<file path="config.mk">
export PLATFORM = sky130hd
export DESIGN_NAME = mem_agent_rd_responder
export DESIGN_NICKNAME = d
export VERILOG_FILES = /design/src/rtl/mem_agent_types.sv /design/src/rtl/mem_agent_sync_fifo.sv /design/src/rtl/mem_agent_rd_responder.sv
export SDC_FILE = /design/constraint.sdc
export NUM_CORES = 1
export LEC_CHECK = 0
export CAP_MARGIN = 20
export CORE_MARGIN = 2
export CORE_UTILIZATION = 45
export DETAILED_ROUTE_END_ITERATION = 6
export PLACE_DENSITY = 0.66
export SYNTH_ARGS = -nofsm -noshare
export SYNTH_HDL_FRONTEND = slang
export SYNTH_HIERARCHICAL = 1
export SYNTH_SLANG_ARGS = --single-unit
</file>
<file path="constraint.sdc">
create_clock -name clk -period 4.8 [get_ports clk]
set_clock_uncertainty 0.1 [all_clocks]
set_input_delay 0.72 -clock clk [delete_from_list [all_inputs] [get_ports clk]]
set_output_delay 0.72 -clock clk [all_outputs]
set_load 0.005 [all_outputs]
</file>
<file path="src/rtl/mem_agent_types.sv">
// Shared AXI read-side types and constants for the mem_agent traffic generator
// and its loopback read responder.
package mem_agent_types;

   localparam int          AXI_ID_WIDTH           = 4;
   localparam int          AXI_DATA_WIDTH         = 128;
   localparam int          DEBUG_COUNTER_BITS     = 32;
   localparam int          AXI_RD_OUTSTANDING_MAX = 16;
   localparam logic [31:0] AXI_RD_ADDR_BASE       = 32'h4000_0000;
   localparam logic [31:0] AXI_RD_ADDR_HIGH       = 32'h8000_0000;
   localparam logic [2:0]  AXI_MASTER_SIZE        = 3'd4;
   localparam logic [1:0]  AXI_BURST_INCR         = 2'b01;
   localparam logic [1:0]  AXI_RESP_OKAY          = 2'b00;
   localparam logic [1:0]  AXI_RESP_SLVERR        = 2'b10;

   typedef struct packed {
      logic [AXI_ID_WIDTH-1:0] id;
      logic [31:0]             addr;
      logic [7:0]              len;
      logic [2:0]              size;
      logic [1:0]              burst;
   } ar_req_t;

   typedef enum logic [1:0] {IDLE, WAIT, DATA} rd_rsp_state_t;

   typedef struct packed {
      logic en;
   } fifo_wr_if_t;

   typedef struct packed {
      logic en;
   } fifo_rd_if_t;

endpackage

</file>
<file path="src/rtl/mem_agent_sync_fifo.sv">
// Show-ahead synchronous FIFO: rd_data always presents the oldest entry,
// rd.en retires it. Writes when full and reads when empty are ignored.
module mem_agent_sync_fifo
   import mem_agent_types::*;
#(
   parameter  int WIDTH = 8,
   parameter  int DEPTH = 16,
   localparam int CW    = $clog2(DEPTH + 1)
) (
   input  logic              clk,
   input  logic              rst,
   input  fifo_wr_if_t       wr,
   input  logic [WIDTH-1:0]  wr_data,
   input  fifo_rd_if_t       rd,
   output logic [WIDTH-1:0]  rd_data,
   output logic              empty,
   output logic [CW-1:0]     count
);

   localparam int AW = (DEPTH > 1) ? $clog2(DEPTH) : 1;

   logic [WIDTH-1:0] mem [DEPTH];
   logic [AW-1:0]    wr_ptr, rd_ptr;
   logic             do_wr, do_rd;

   function automatic logic [AW-1:0] ptr_inc(input logic [AW-1:0] p);
      return (p == AW'(DEPTH - 1)) ? '0 : p + AW'(1);
   endfunction

   assign empty   = (count == '0);
   assign do_wr   = wr.en && (count != CW'(DEPTH));
   assign do_rd   = rd.en && !empty;
   assign rd_data = mem[rd_ptr];

   always_ff @(posedge clk) begin
      if (do_wr) mem[wr_ptr] <= wr_data;
   end

   always_ff @(posedge clk or posedge rst) begin
      if (rst) begin
         wr_ptr <= '0;
         rd_ptr <= '0;
         count  <= '0;
      end else begin
         if (do_wr) wr_ptr <= ptr_inc(wr_ptr);
         if (do_rd) rd_ptr <= ptr_inc(rd_ptr);
         count <= count + CW'(do_wr) - CW'(do_rd);
      end
   end

endmodule

</file>
<file path="src/rtl/mem_agent_rd_responder.sv">
// AXI4 read responder standing in for DDR: queues AR requests and answers each
// with an address-pattern R burst (or an all-SLVERR burst for illegal requests).
module mem_agent_rd_responder
   import mem_agent_types::*;
#(
   parameter int          RD_LATENCY      = 4,
   parameter int          OUTSTANDING_MAX = AXI_RD_OUTSTANDING_MAX,
   parameter logic [31:0] ADDR_BASE       = AXI_RD_ADDR_BASE,
   parameter logic [31:0] ADDR_HIGH       = AXI_RD_ADDR_HIGH
) (
   input  logic                          clk,
   input  logic                          rst,
   input  logic                          s_arvalid,
   output logic                          s_arready,
   input  logic [31:0]                   s_araddr,
   input  logic [7:0]                    s_arlen,
   input  logic [2:0]                    s_arsize,
   input  logic [1:0]                    s_arburst,
   input  logic [AXI_ID_WIDTH-1:0]       s_arid,
   output logic                          s_rvalid,
   input  logic                          s_rready,
   output logic [AXI_DATA_WIDTH-1:0]     s_rdata,
   output logic [1:0]                    s_rresp,
   output logic                          s_rlast,
   output logic [AXI_ID_WIDTH-1:0]       s_rid,
   output logic [DEBUG_COUNTER_BITS-1:0] dbg_ar_cnt,
   output logic [DEBUG_COUNTER_BITS-1:0] dbg_beat_cnt,
   output logic [DEBUG_COUNTER_BITS-1:0] dbg_err_cnt
);

   localparam int CW = $clog2(OUTSTANDING_MAX + 1);

   ar_req_t                 ar_in, head;
   fifo_wr_if_t             ar_wr;
   fifo_rd_if_t             ar_rd;
   logic                    empty;
   logic [CW-1:0]           count;
   logic [CW:0]             next_cnt;
   logic                    push, pop, r_hs;
   rd_rsp_state_t           state, nxt;
   logic [7:0]              lat_cnt, beat, cur_len;
   logic [31:0]             cur_addr;
   logic [AXI_ID_WIDTH-1:0] cur_id;
   logic                    cur_err;

   // End address is formed in 33 bits so a burst running past 2^32 cannot wrap into range.
   function automatic logic burst_err(input ar_req_t r);
      logic [32:0] end_addr;
      end_addr = {1'b0, r.addr} + (({25'd0, r.len} + 33'd1) << 4);
      return (r.burst != AXI_BURST_INCR) || (r.size != AXI_MASTER_SIZE) ||
             (r.addr < ADDR_BASE) || (end_addr > {1'b0, ADDR_HIGH});
   endfunction

   function automatic logic [AXI_DATA_WIDTH-1:0] beat_pattern(input logic [31:0] a);
      logic [AXI_DATA_WIDTH-1:0] d;
      for (int i = 0; i < AXI_DATA_WIDTH / 32; i++) d[32*i +: 32] = a + 32'(4 * i);
      return d;
   endfunction

   assign ar_in    = '{id: s_arid, addr: s_araddr, len: s_arlen, size: s_arsize, burst: s_arburst};
   assign push     = s_arvalid && s_arready;
   assign r_hs     = s_rvalid && s_rready;
   assign ar_wr.en = push;
   assign ar_rd.en = pop;
   assign next_cnt = {1'b0, count} + (CW+1)'(push) - (CW+1)'(pop);

   mem_agent_sync_fifo #(
      .WIDTH ($bits(ar_req_t)),
      .DEPTH (OUTSTANDING_MAX)
   ) u_ar_fifo (
      .clk     (clk),
      .rst     (rst),
      .wr      (ar_wr),
      .wr_data (ar_in),
      .rd      (ar_rd),
      .rd_data (head),
      .empty   (empty),
      .count   (count)
   );

   always_ff @(posedge clk or posedge rst) begin
      if (rst) begin
         state        <= IDLE;
         lat_cnt      <= '0;
         beat         <= '0;
         s_arready    <= 1'b0;
         dbg_ar_cnt   <= '0;
         dbg_beat_cnt <= '0;
         dbg_err_cnt  <= '0;
      end else begin
         state     <= nxt;
         s_arready <= (next_cnt < (CW+1)'(OUTSTANDING_MAX));
         if (state == IDLE) begin
            lat_cnt <= 8'(RD_LATENCY);
            beat    <= '0;
         end else if (state == WAIT) begin
            lat_cnt <= lat_cnt - 8'd1;
         end else if (r_hs) begin
            beat <= beat + 8'd1;
         end
         dbg_ar_cnt   <= dbg_ar_cnt + DEBUG_COUNTER_BITS'(push);
         dbg_beat_cnt <= dbg_beat_cnt + DEBUG_COUNTER_BITS'(r_hs);
         dbg_err_cnt  <= dbg_err_cnt + DEBUG_COUNTER_BITS'(pop && cur_err);
      end
   end

   // Burst working copy: head stays queued until its last beat is accepted.
   always_ff @(posedge clk) begin
      if (state == IDLE && !empty) begin
         cur_addr <= {head.addr[31:4], 4'b0};
         cur_len  <= head.len;
         cur_id   <= head.id;
         cur_err  <= burst_err(head);
      end else if (r_hs) begin
         cur_addr <= cur_addr + 32'd16;
      end
   end

   always_comb begin
      nxt      = state;
      s_rvalid = 1'b0;
      pop      = 1'b0;
      case (state)
         IDLE: if (!empty) nxt = (RD_LATENCY == 0) ? DATA : WAIT;
         WAIT: if (lat_cnt <= 8'd1) nxt = DATA;
         DATA: begin
            s_rvalid = 1'b1;
            if (s_rready && (beat == cur_len)) begin
               pop = 1'b1;
               nxt = IDLE;
            end
         end
         default: nxt = IDLE;
      endcase
   end

   assign s_rlast = s_rvalid && (beat == cur_len);
   assign s_rresp = (s_rvalid && cur_err) ? AXI_RESP_SLVERR : AXI_RESP_OKAY;
   assign s_rdata = (s_rvalid && !cur_err) ? beat_pattern(cur_addr) : '0;
   assign s_rid   = s_rvalid ? cur_id : '0;

endmodule

</file>
== Yosys cells after proc, flatten, opt, wreduce, memory -nomap -nowiden ==
Memory sizes are Yosys's and may differ from the RTL's.
Cells that the tools add are included.
Storage, ports and cells
  register bits after elaboration: 173
  memories kept: 1
  input port bits: 53
  RAM bits: 784
  output and inout bits: 233
  logic and storage cells: 92
Memory list
  u_ar_fifo.mem: words 16, bits a word 49, rd ports 1, clocked after Yosys merged registers in 0, write ports 1, RTL line mem_agent_sync_fifo.sv:22  | logic [WIDTH-1:0] mem [DEPTH];
Operators by class
  eq/ne operators: 12
  order comparisons: 4
  $add $sub $neg: 17
  muxes and demuxes: 21
  reduce and logical (&&, ||, !) cells: 22
Operator list (number)
  two-way mux 128 bit: 1
  adder 32 x 1 -> 32 bit: 3
  adder 32 x 4 -> 32 bit (second input constant): 2
  two-way mux 32 bit: 2
  two-way mux 8 bit: 5
  adder 32 x 13 -> 33 bit: 1
  greater-than comparator 33 x 32 -> 1 bit (second input constant): 1
  adder 32 x 3 -> 32 bit (second input constant): 1
  adder 32 x 5 -> 32 bit (second input constant): 1
  less-than comparator 32 x 31 -> 1 bit (second input constant): 1
  two-way mux 4 bit: 3
  logical AND 1 bit: 10
  adder 8 x 1 -> 9 bit (second input constant): 1
  adder 4 x 1 -> 4 bit (second input constant): 2
  adder 8 x 1 -> 8 bit (second input constant): 1
  equality test 4 bit (second input constant): 2
  equality test 8 bit: 1
  less-or-equal comparator 8 x 1 -> 1 bit (second input constant): 1
  two-way mux 2 bit: 4
  subtractor 8 x 1 -> 8 bit (second input constant): 1
  adder 5 x 1 -> 6 bit: 1
  less-than comparator 6 x 5 -> 1 bit (second input constant): 1
  != test 2 x 1 -> 1 bit (second input constant): 3
  one-hot mux 2 bit (3 select lines): 1
  other kinds (16): 26

== Logic depth before layout (Yosys ltp) ==
Gate-level depths: netlist of run 1.
  depth after elaboration: 6
  depth in mapped cells: 21
  gate-level depth less buffers: 17

== Hierarchy ==
The synthesis of run 1 kept the hierarchy.
Modules (own cells, without submodules)
  mem_agent_sync_fifo: seq. area each 23867.9 µm², instances 1, cells an instance 1397, area each 30755.7 µm²
  mem_agent_rd_responder: seq. area each 4108.9 µm², instances 1, cells an instance 927, area each 9143.8 µm²

== Least setup slack after synthesis of run 1 ==
OpenSTA, ideal clock, no wires.
  path kind: reg2reg
  start point: register u_ar_fifo.rd_ptr[0]
  end point: register cur_err (data pin)
  library setup time: 259 ps
  data required time: 4441 ps
  period minus slack after synthesis: 4483 ps
  path buffers: 4
  cell stages (with the launch flop): 22
  data arrival time: 4124 ps
  slack: 317 ps
  path through: dfrtp_1 -> buf_6 -> buf_12 -> buf_8 -> buf_12 -> mux2i_1 -> a221oi_1 -> o21ai_1 -> o21ai_0 -> and3_1 -> nand3_1 -> or2_2 -> xnor2_1 -> ha_1 -> a21o_1 -> a21oi_2 -> nor3_1 -> a2111oi_2 -> nand4_1 -> nor4_2 -> nand4_1 -> o31a_1
RTL lines
  start, declared: RTL line mem_agent_sync_fifo.sv:23  | logic [AW-1:0] wr_ptr, rd_ptr;
  start signal, assigned: RTL line mem_agent_sync_fifo.sv:46  | if (do_rd) rd_ptr <= ptr_inc(rd_ptr);
  end signal, assigned: RTL line mem_agent_rd_responder.sv:113  | cur_err <= burst_err(head);
  end, declared: RTL line mem_agent_rd_responder.sv:44  | logic cur_err;

==> results of run 1 <==
[cells by family after synthesis]
group | count (synthesis)
compound gates | 248
simple gates | 402
xor+xnor | 150
mux | 301
fa+ha+maj | 38
other cells | 1
flops | 953
buf+inv | 231
[final cells by class]
cell class / count / area (sq um)
timing repair buffer: 407 / 4160
inverter: 39 / 149
clock buffer: 123 / 2540
fill: 6942 / 40800
clock inverter: 52 / 435
tap: 1165 / 1460
multi-input combinational: 1152 / 10500
sequential: 953 / 28000
[cells in the mapped netlist (4+ instances only)]
cell / instances / area (sq um)
nand3_1: 60 / 300
buf_4: 102 / 766
a21o_1: 6 / 45.0
edfxtp_1: 825 / 24800
nor2_1: 55 / 206
nand2b_1: 4 / 25.0
and2_1: 44 / 275
o21ai_1: 50 / 250
xnor2_1: 86 / 753
mux2i_1: 150 / 1500
nor4_1: 6 / 37.5
buf_6: 13 / 146
nor3_1: 4 / 20.0
buf_12: 8 / 160
dfrtp_1: 128 / 3200
mux4_2: 136 / 3060
xor2_1: 64 / 561
ha_1: 36 / 450
buf_2: 19 / 95.1
buf_1: 6 / 22.5
a221oi_1: 50 / 438
and4_1: 14 / 123
nor2b_1: 10 / 62.6
mux4_1: 11 / 289
nand2_1: 109 / 409
inv_1: 39 / 146
o21ai_0: 90 / 450
clkbuf_1: 42 / 158
nand4_1: 27 / 169
a21oi_1: 17 / 85.1
nor4b_1: 4 / 35.0
and3_1: 43 / 269
[worst max-delay path by stage]
stage	endpoint	slack, ns	depth (start not counted)
after floorplan	cur_err$_DFFE_PP_	0.32	21
after global placement	cur_err$_DFFE_PP_	-0.0008	15
after detailed placement	cur_err$_DFFE_PP_	-0.05	15
after CTS	cur_err$_DFFE_PP_	0.06	15
after global routing	cur_err$_DFFE_PP_	-0.03	16
final	cur_err$_DFFE_PP_	0.16	15
[power by group through the flow]
stage          clock network [mW]  logic [mW]  registers, mW
2_1_floorplan                   0        1.17           10.0
3_3_place_gp                    0        1.72           10.1
3_5_place_dp                    0        1.82           10.1
4_1_cts                      7.23        1.83           9.96
5_1_grt                      7.57        2.07           10.0
6_report                     7.09        1.86           9.96
[worst reg2reg max path: stages (launching register included)]
cell	delay [ns]
dfrtp_4	0.53
buf_12	0.18
buf_4	0.17
clkbuf_16	0.19
mux4_2	0.35
mux2i_1	0.06
o21ai_0	0.50
ha_1	0.38
a21o_1	0.25
a221oi_4	0.40
o31ai_4	0.15
a41oi_2	0.21
a21bo_1	0.23
nor4_2	0.25
nand4_1	0.12
o31a_1	0.32
[layer usage]
layer / track usage [%] / routed length, um
met5: 0 / 39
met4: 4.80 / 1610
met3: 3.35 / 6770
met2: 33.9 / 45600
met1: 27.8 / 38900
[registers in the layout, indices dropped and copies added (netlist names)]
signal / count
beat: 8
cur_addr: 28
cur_err: 1
cur_id: 4
cur_len: 8
dbg_ar_cnt: 32
dbg_beat_cnt: 32
dbg_err_cnt: 32
lat_cnt: 8
s_arready: 1
state: 2
u_ar_fifo/count: 5
u_ar_fifo/mem: 784
u_ar_fifo/rd_ptr: 4
u_ar_fifo/wr_ptr: 4
[what timing repair did]
action / in CTS / in global routing
gates cloned: 0 / 3
setup endpoints to repair: 1 / 1
pin swaps: 0 / 6
hold buffers: 0 / 0
setup buffers: 0 / 16
resized for setup: 2 / 25
[stage by stage]
step,hold slack [ns],setup WS [ns],utilization (%),instance area (sq um)
global route,0.389,-0.0278,53.7,47300
global placement,0.360,-0.000846,49.9,43900
floorplan,0.365,0.317,-,39900
finish,0.371,0.158,53.7,47300
CTS,0.373,0.0601,53.3,47000
detailed placement,0.361,-0.0479,49.9,44000
==> impl_metrics.toml, run 1 <==
[status]
run_status = "complete, no violations"

[critical_path]
end_kind = "flop"
crit_start = "u_ar_fifo/rd_ptr[0]$_DFFE_PP0P_"
cp_top_family = "compound AO/OA/AOI/OAI gates"
crit_type = "flop to flop"
reg2reg_depth = 15
arrival_ns = 4.93
critPathBufInv = 3
crit_path_start_kind = "flop"
cpMaxStageDelayCell = "dfrtp_4"
ff2ff_setup_slack_ns = 0.16
path_cells = "buf_12, buf_4, clkbuf_16, mux4_2, mux2i_1, o21ai_0, ha_1, a21o_1, a221oi_4, o31ai_4, a41oi_2, a21bo_1, nor4_2, nand4_1, o31a_1"
worstPathRequired_ns = 5.09
r2r_end = "cur_err$_DFFE_PP_"
r2r-start = "u_ar_fifo/rd_ptr[0]$_DFFE_PP0P_"
critPathMaxFanout = 16
max_stage_delay_ns = 0.53

[place]
gp_congestion = 0.848
dpl.hpwl_mm = 56.3
port-buffer-count = 272
place.detailed.instances = 3696

[pwr]
internal_power_mw = 14.4
p_total_mw = 18.9
pwr-share-seq_pct = 52.7
leakage_nw = 15.8
comb_power_share_pct = 9.8
peakVddDrop_uv = 303
switching_share_pct = 23.6
power.switching_mw = 4.46
clkPwrFrac_pct = 37.5
powerDensity_nw_per_um2 = 400

[cells_and_area]
fin_nets = 2738
layout_common_cells = "825 x edfxtp_1, 272 x clkdlybuf4s50_1, 149 x mux2i_1, 136 x mux4_2, 124 x dfrtp_1"
insertedDiodeCount = 0
final_common_cell = "edfxtp_1"
fin_cells = 3891
drive_gt1_share_pct = 16.9
syn2layout_area_growth_pct = 18.5

[sta]
period_needed_ns = 4.64
max_slew_margin_pct = 37.1
tns_ns = 0
hold_viol_final = 0
min_period_over_period_pct = 96.7
finalSetupViolCount = 0
max_freq_mhz = 215
tightest_slew_ns = 0.944
slew_violations = 0

[synthesis]
synthArstFlopShare_pct = 13.4
synth_top_family_by_area = "multiplexers"
yosysSeqAreaShare_pct = 70.1
synthSimpleGateAreaFrac_pct = 5.29
synth_edf_count = 825
synth_warnings = 6
synth-xor-area-share_pct = 3.29
synth-seq-cells = 953
synthAdderAreaFrac_pct = 1.23
synth_ff_type = "edfxtp_1"
syn_inst = 2324
synth_compound_area_share_pct = 3.97
synth_area_sq_um = 39900
synth.distinct_cells = 79
synthMuxAreaShare_pct = 12.3
synth_area_per_cell_sq_um = 17.2

[die]
initial_core_util_pct = 45.3
boundaryPins = 286
die_x_um = 302
die_y_um = 302
core-area_sq_um = 88100
rows = 109
die_area_sq_um = 91100

[cts]
root_buffer = "clkbuf_16"
cts_inserted_buffers = 94
htree_levels = 3
clock_path_buffers = 3
cts_tree = "done"
clock_sinks = 953
cts.clk_slew.worst_paths_ns = 0.07
clkLatencyLatePin_ns = 0.64

[routing]
drt_wl_total_mm = 92.9
routed_via_density = 5.60
ant_nets = 0
wire_per_inst_um = 23.9
remaining_drc_errors = 0
dr.pass1.iters = 5
initialDrtViolationCount = 1831
vias = 21800

[worst_hold_path]
min_path_type = "flop to flop"
hold_end = "dbg_err_cnt[31]$_DFF_PP0_"
hp-start = "dbg_err_cnt[31]$_DFF_PP0_"
holdPathStages = 1

[global_routing]
overflow = 0
grt_pass1_wl_mm = 138
grt_antenna_before_repair = 3
track_usage_pct = 20.2
grt_pass1_vias = 21900
grt_max_degree = 61

[run]
maxCapViolCount = 0
Note: power is estimated with default switching activity, not from simulation.
==> inputs of run 2 (changes only) <==
- CORE_MARGIN: 2 -> unset
- CTS_CLUSTER_SIZE: unset -> 20
==> run 2 against run 1 <==
Effect of this change:
- hold slack got worse by 0.056 ns
- maximum frequency down 0.31%
- first-iteration DRC count down 9.5%
- count of clock-buffer cells in the layout fell by 5
- wire length shrank 1.0%
- cell count shrank 0.64%
- total power fell by 0.51%
- die area is 1.3% lower
- core utilization is 0.10 points higher
- non-clock buffer count fell by 20
- largest cell class unchanged
- largest power group unchanged
==> impl_metrics.toml, run 2 (same netlist as run 1, synthesis figures left out) <==
[critical_path]
cpMaxStageDelayCell = "mux4_2"
crit_type = "flop to flop"
critPathBufInv = 3
reg2reg_depth = 15
r2r-start = "u_ar_fifo/rd_ptr[0]$_DFFE_PP0P_"
end_kind = "flop"
arrival_ns = 4.95
cp_top_family = "compound AO/OA/AOI/OAI gates"
max_stage_delay_ns = 0.55
cpMostUsedCell = "buf_12"
worstPathRequired_ns = 5.10
r2r_end = "cur_err$_DFFE_PP_"
path_cells = "buf_12, buf_12, mux4_2, o21ai_1, o21ai_0, ha_1, fa_1, a21o_1, a221oi_4, o31ai_4, buf_4, a211o_2, a21oi_1, nand4_1, o31a_1"
crit_path_start_kind = "flop"
ff2ff_setup_slack_ns = 0.14
critPathMaxFanout = 43

[pwr]
leakage_nw = 15.6
peakVddDrop_uv = 253
powerDensity_nw_per_um2 = 401

[die]
rows = 108
initial_core_util_pct = 45.7
core-area_sq_um = 87300
boundaryPins = 286
die_y_um = 300
die_area_sq_um = 89900
die_x_um = 300

[cts]
holdBufCountCts = 0
cts.clk_slew.worst_paths_ns = 0.06
clkLatencyLatePin_ns = 0.64
htree_levels = 3
cts_inserted_buffers = 97
root_buffer = "clkbuf_16"
clock_path_buffers = 3
clock_sinks = 953
cts_tree = "done"

[global_routing]
overflow = 0
grt_max_degree = 86
grt_antenna_before_repair = 2
grt_pass1_vias = 21600
grt_pass1_wl_mm = 136
track_usage_pct = 20.3

[sta]
tightest_slew_ns = 1.06
period_needed_ns = 4.66
rsz0062_at_grt = "no"
finalSetupViolCount = 0
min_period_over_period_pct = 97.0
hold_viol_final = 0
tns_ns = 0
slew_violations = 0
holdWs_ns = 0.316
max_freq_mhz = 215
max_slew_margin_pct = 29.3

[status]
run_status = "complete, no violations"

[routing]
vias = 21700
ant_nets = 0
dr.pass1.iters = 7
wire_per_inst_um = 23.8
drt_wl_total_mm = 91.9
initialDrtViolationCount = 1657
routed_via_density = 5.62
remaining_drc_errors = 0

[place]
place.detailed.instances = 3684
place_area_sq_um = 43900
dpl.hpwl_mm = 54.7
port-buffer-count = 272
gp_congestion = 0.842

[cells_and_area]
final_common_cell = "edfxtp_1"
fin_nets = 2721
regMostFlops = "u_ar_fifo/mem"
layout_common_cells = "825 x edfxtp_1, 272 x clkdlybuf4s50_1, 150 x mux2i_1, 136 x mux4_2, 124 x dfrtp_1"
largest_reg_flops = 784
syn2layout_area_growth_pct = 17.6
fin_cells = 3866
insertedDiodeCount = 0
drive_gt1_share_pct = 16.2
stdcell_area_sq_um = 46900

[worst_hold_path]
min_path_type = "primary input to asynchronous set/reset pin"

[run]
maxCapViolCount = 0
run 2: cell types whose count changed in the layout (fill, tap and decap cells not counted), sizes merged:
cell | previous run | this run
clkinv | 40 | 50
clkbuf | 126 | 118
bufinv | 6 | 4
buf | 132 | 115
inv | 42 | 44
run 2: worst reg2reg max path: stages, from the launching register on:
cell and delay, ns:
dfrtp_4 0.46, buf_12 0.16, buf_12 0.30, mux4_2 0.59
o21ai_1 0.13, o21ai_0 0.15, ha_1 0.27, fa_1 0.41
a21o_1 0.22, a221oi_4 0.42, o31ai_4 0.13, buf_4 0.16
a211o_2 0.33, a21oi_1 0.15, nand4_1 0.11, o31a_1 0.31
run 2: what timing repair did:
item | 4_1_cts | 5_1_grt
endpoints found under the setup margin | 0 | 1
resized for setup | 0 | 12
buffers inserted | 0 | 0
endpoints found under the hold margin | 0 | 0
run 2: metal layers:
metal  vias up  part of all wire, %  global-route usage [%]  wire [um]
met5         -                0.025                       0         23
met4         4                  1.6                    4.71       1470
met3       111                  6.4                    3.30       5900
met2       786                   50                    34.2      46000
met1     11200                   42                    27.7      38500
li1       9600                    -                       -          -
run 2: power by group:
part | internal (mW) | switching (mW) | leakage (nW)
clock network | 3.94 | 3.09 | 1.45
logic | 0.763 | 1.08 | 5.00
registers | 9.60 | 0.353 | 9.16
run 2: cell type report:
cell class                 count  area, sq um
clock inverter                62          439
timing repair buffer         387         3880
multi-input combinational   1152        10500
sequential                   953        28000
inverter                      39          149
fill                        6815        40400
tap                         1155         1450
clock buffer                 118         2510
run 2: how the worst max path moves through the flow:
stage                                               start                 to  slack (ns)  depth (start not counted)
after floorplan           u_ar_fifo/rd_ptr[0]$_DFFE_PP0P_  cur_err$_DFFE_PP_        0.32                         21
after global placement    u_ar_fifo/rd_ptr[0]$_DFFE_PP0P_  cur_err$_DFFE_PP_         0.1                         17
after detailed placement  u_ar_fifo/rd_ptr[0]$_DFFE_PP0P_  cur_err$_DFFE_PP_        0.09                         17
after CTS                 u_ar_fifo/rd_ptr[0]$_DFFE_PP0P_  cur_err$_DFFE_PP_        0.08                         17
after global routing      u_ar_fifo/rd_ptr[2]$_DFFE_PP0P_  cur_err$_DFFE_PP_       0.002                         17
final                     u_ar_fifo/rd_ptr[0]$_DFFE_PP0P_  cur_err$_DFFE_PP_        0.14                         15
run 2: through the flow:
step                      power (mW)  setup slack (ns)  util (%)
after floorplan                 11.2             0.317         -
after global placement          11.8            0.0995      50.3
after detailed placement        11.9            0.0879      50.3
after CTS                       18.9            0.0836      53.6
after global routing            19.6           0.00166      53.8
final                           18.8             0.144      53.8
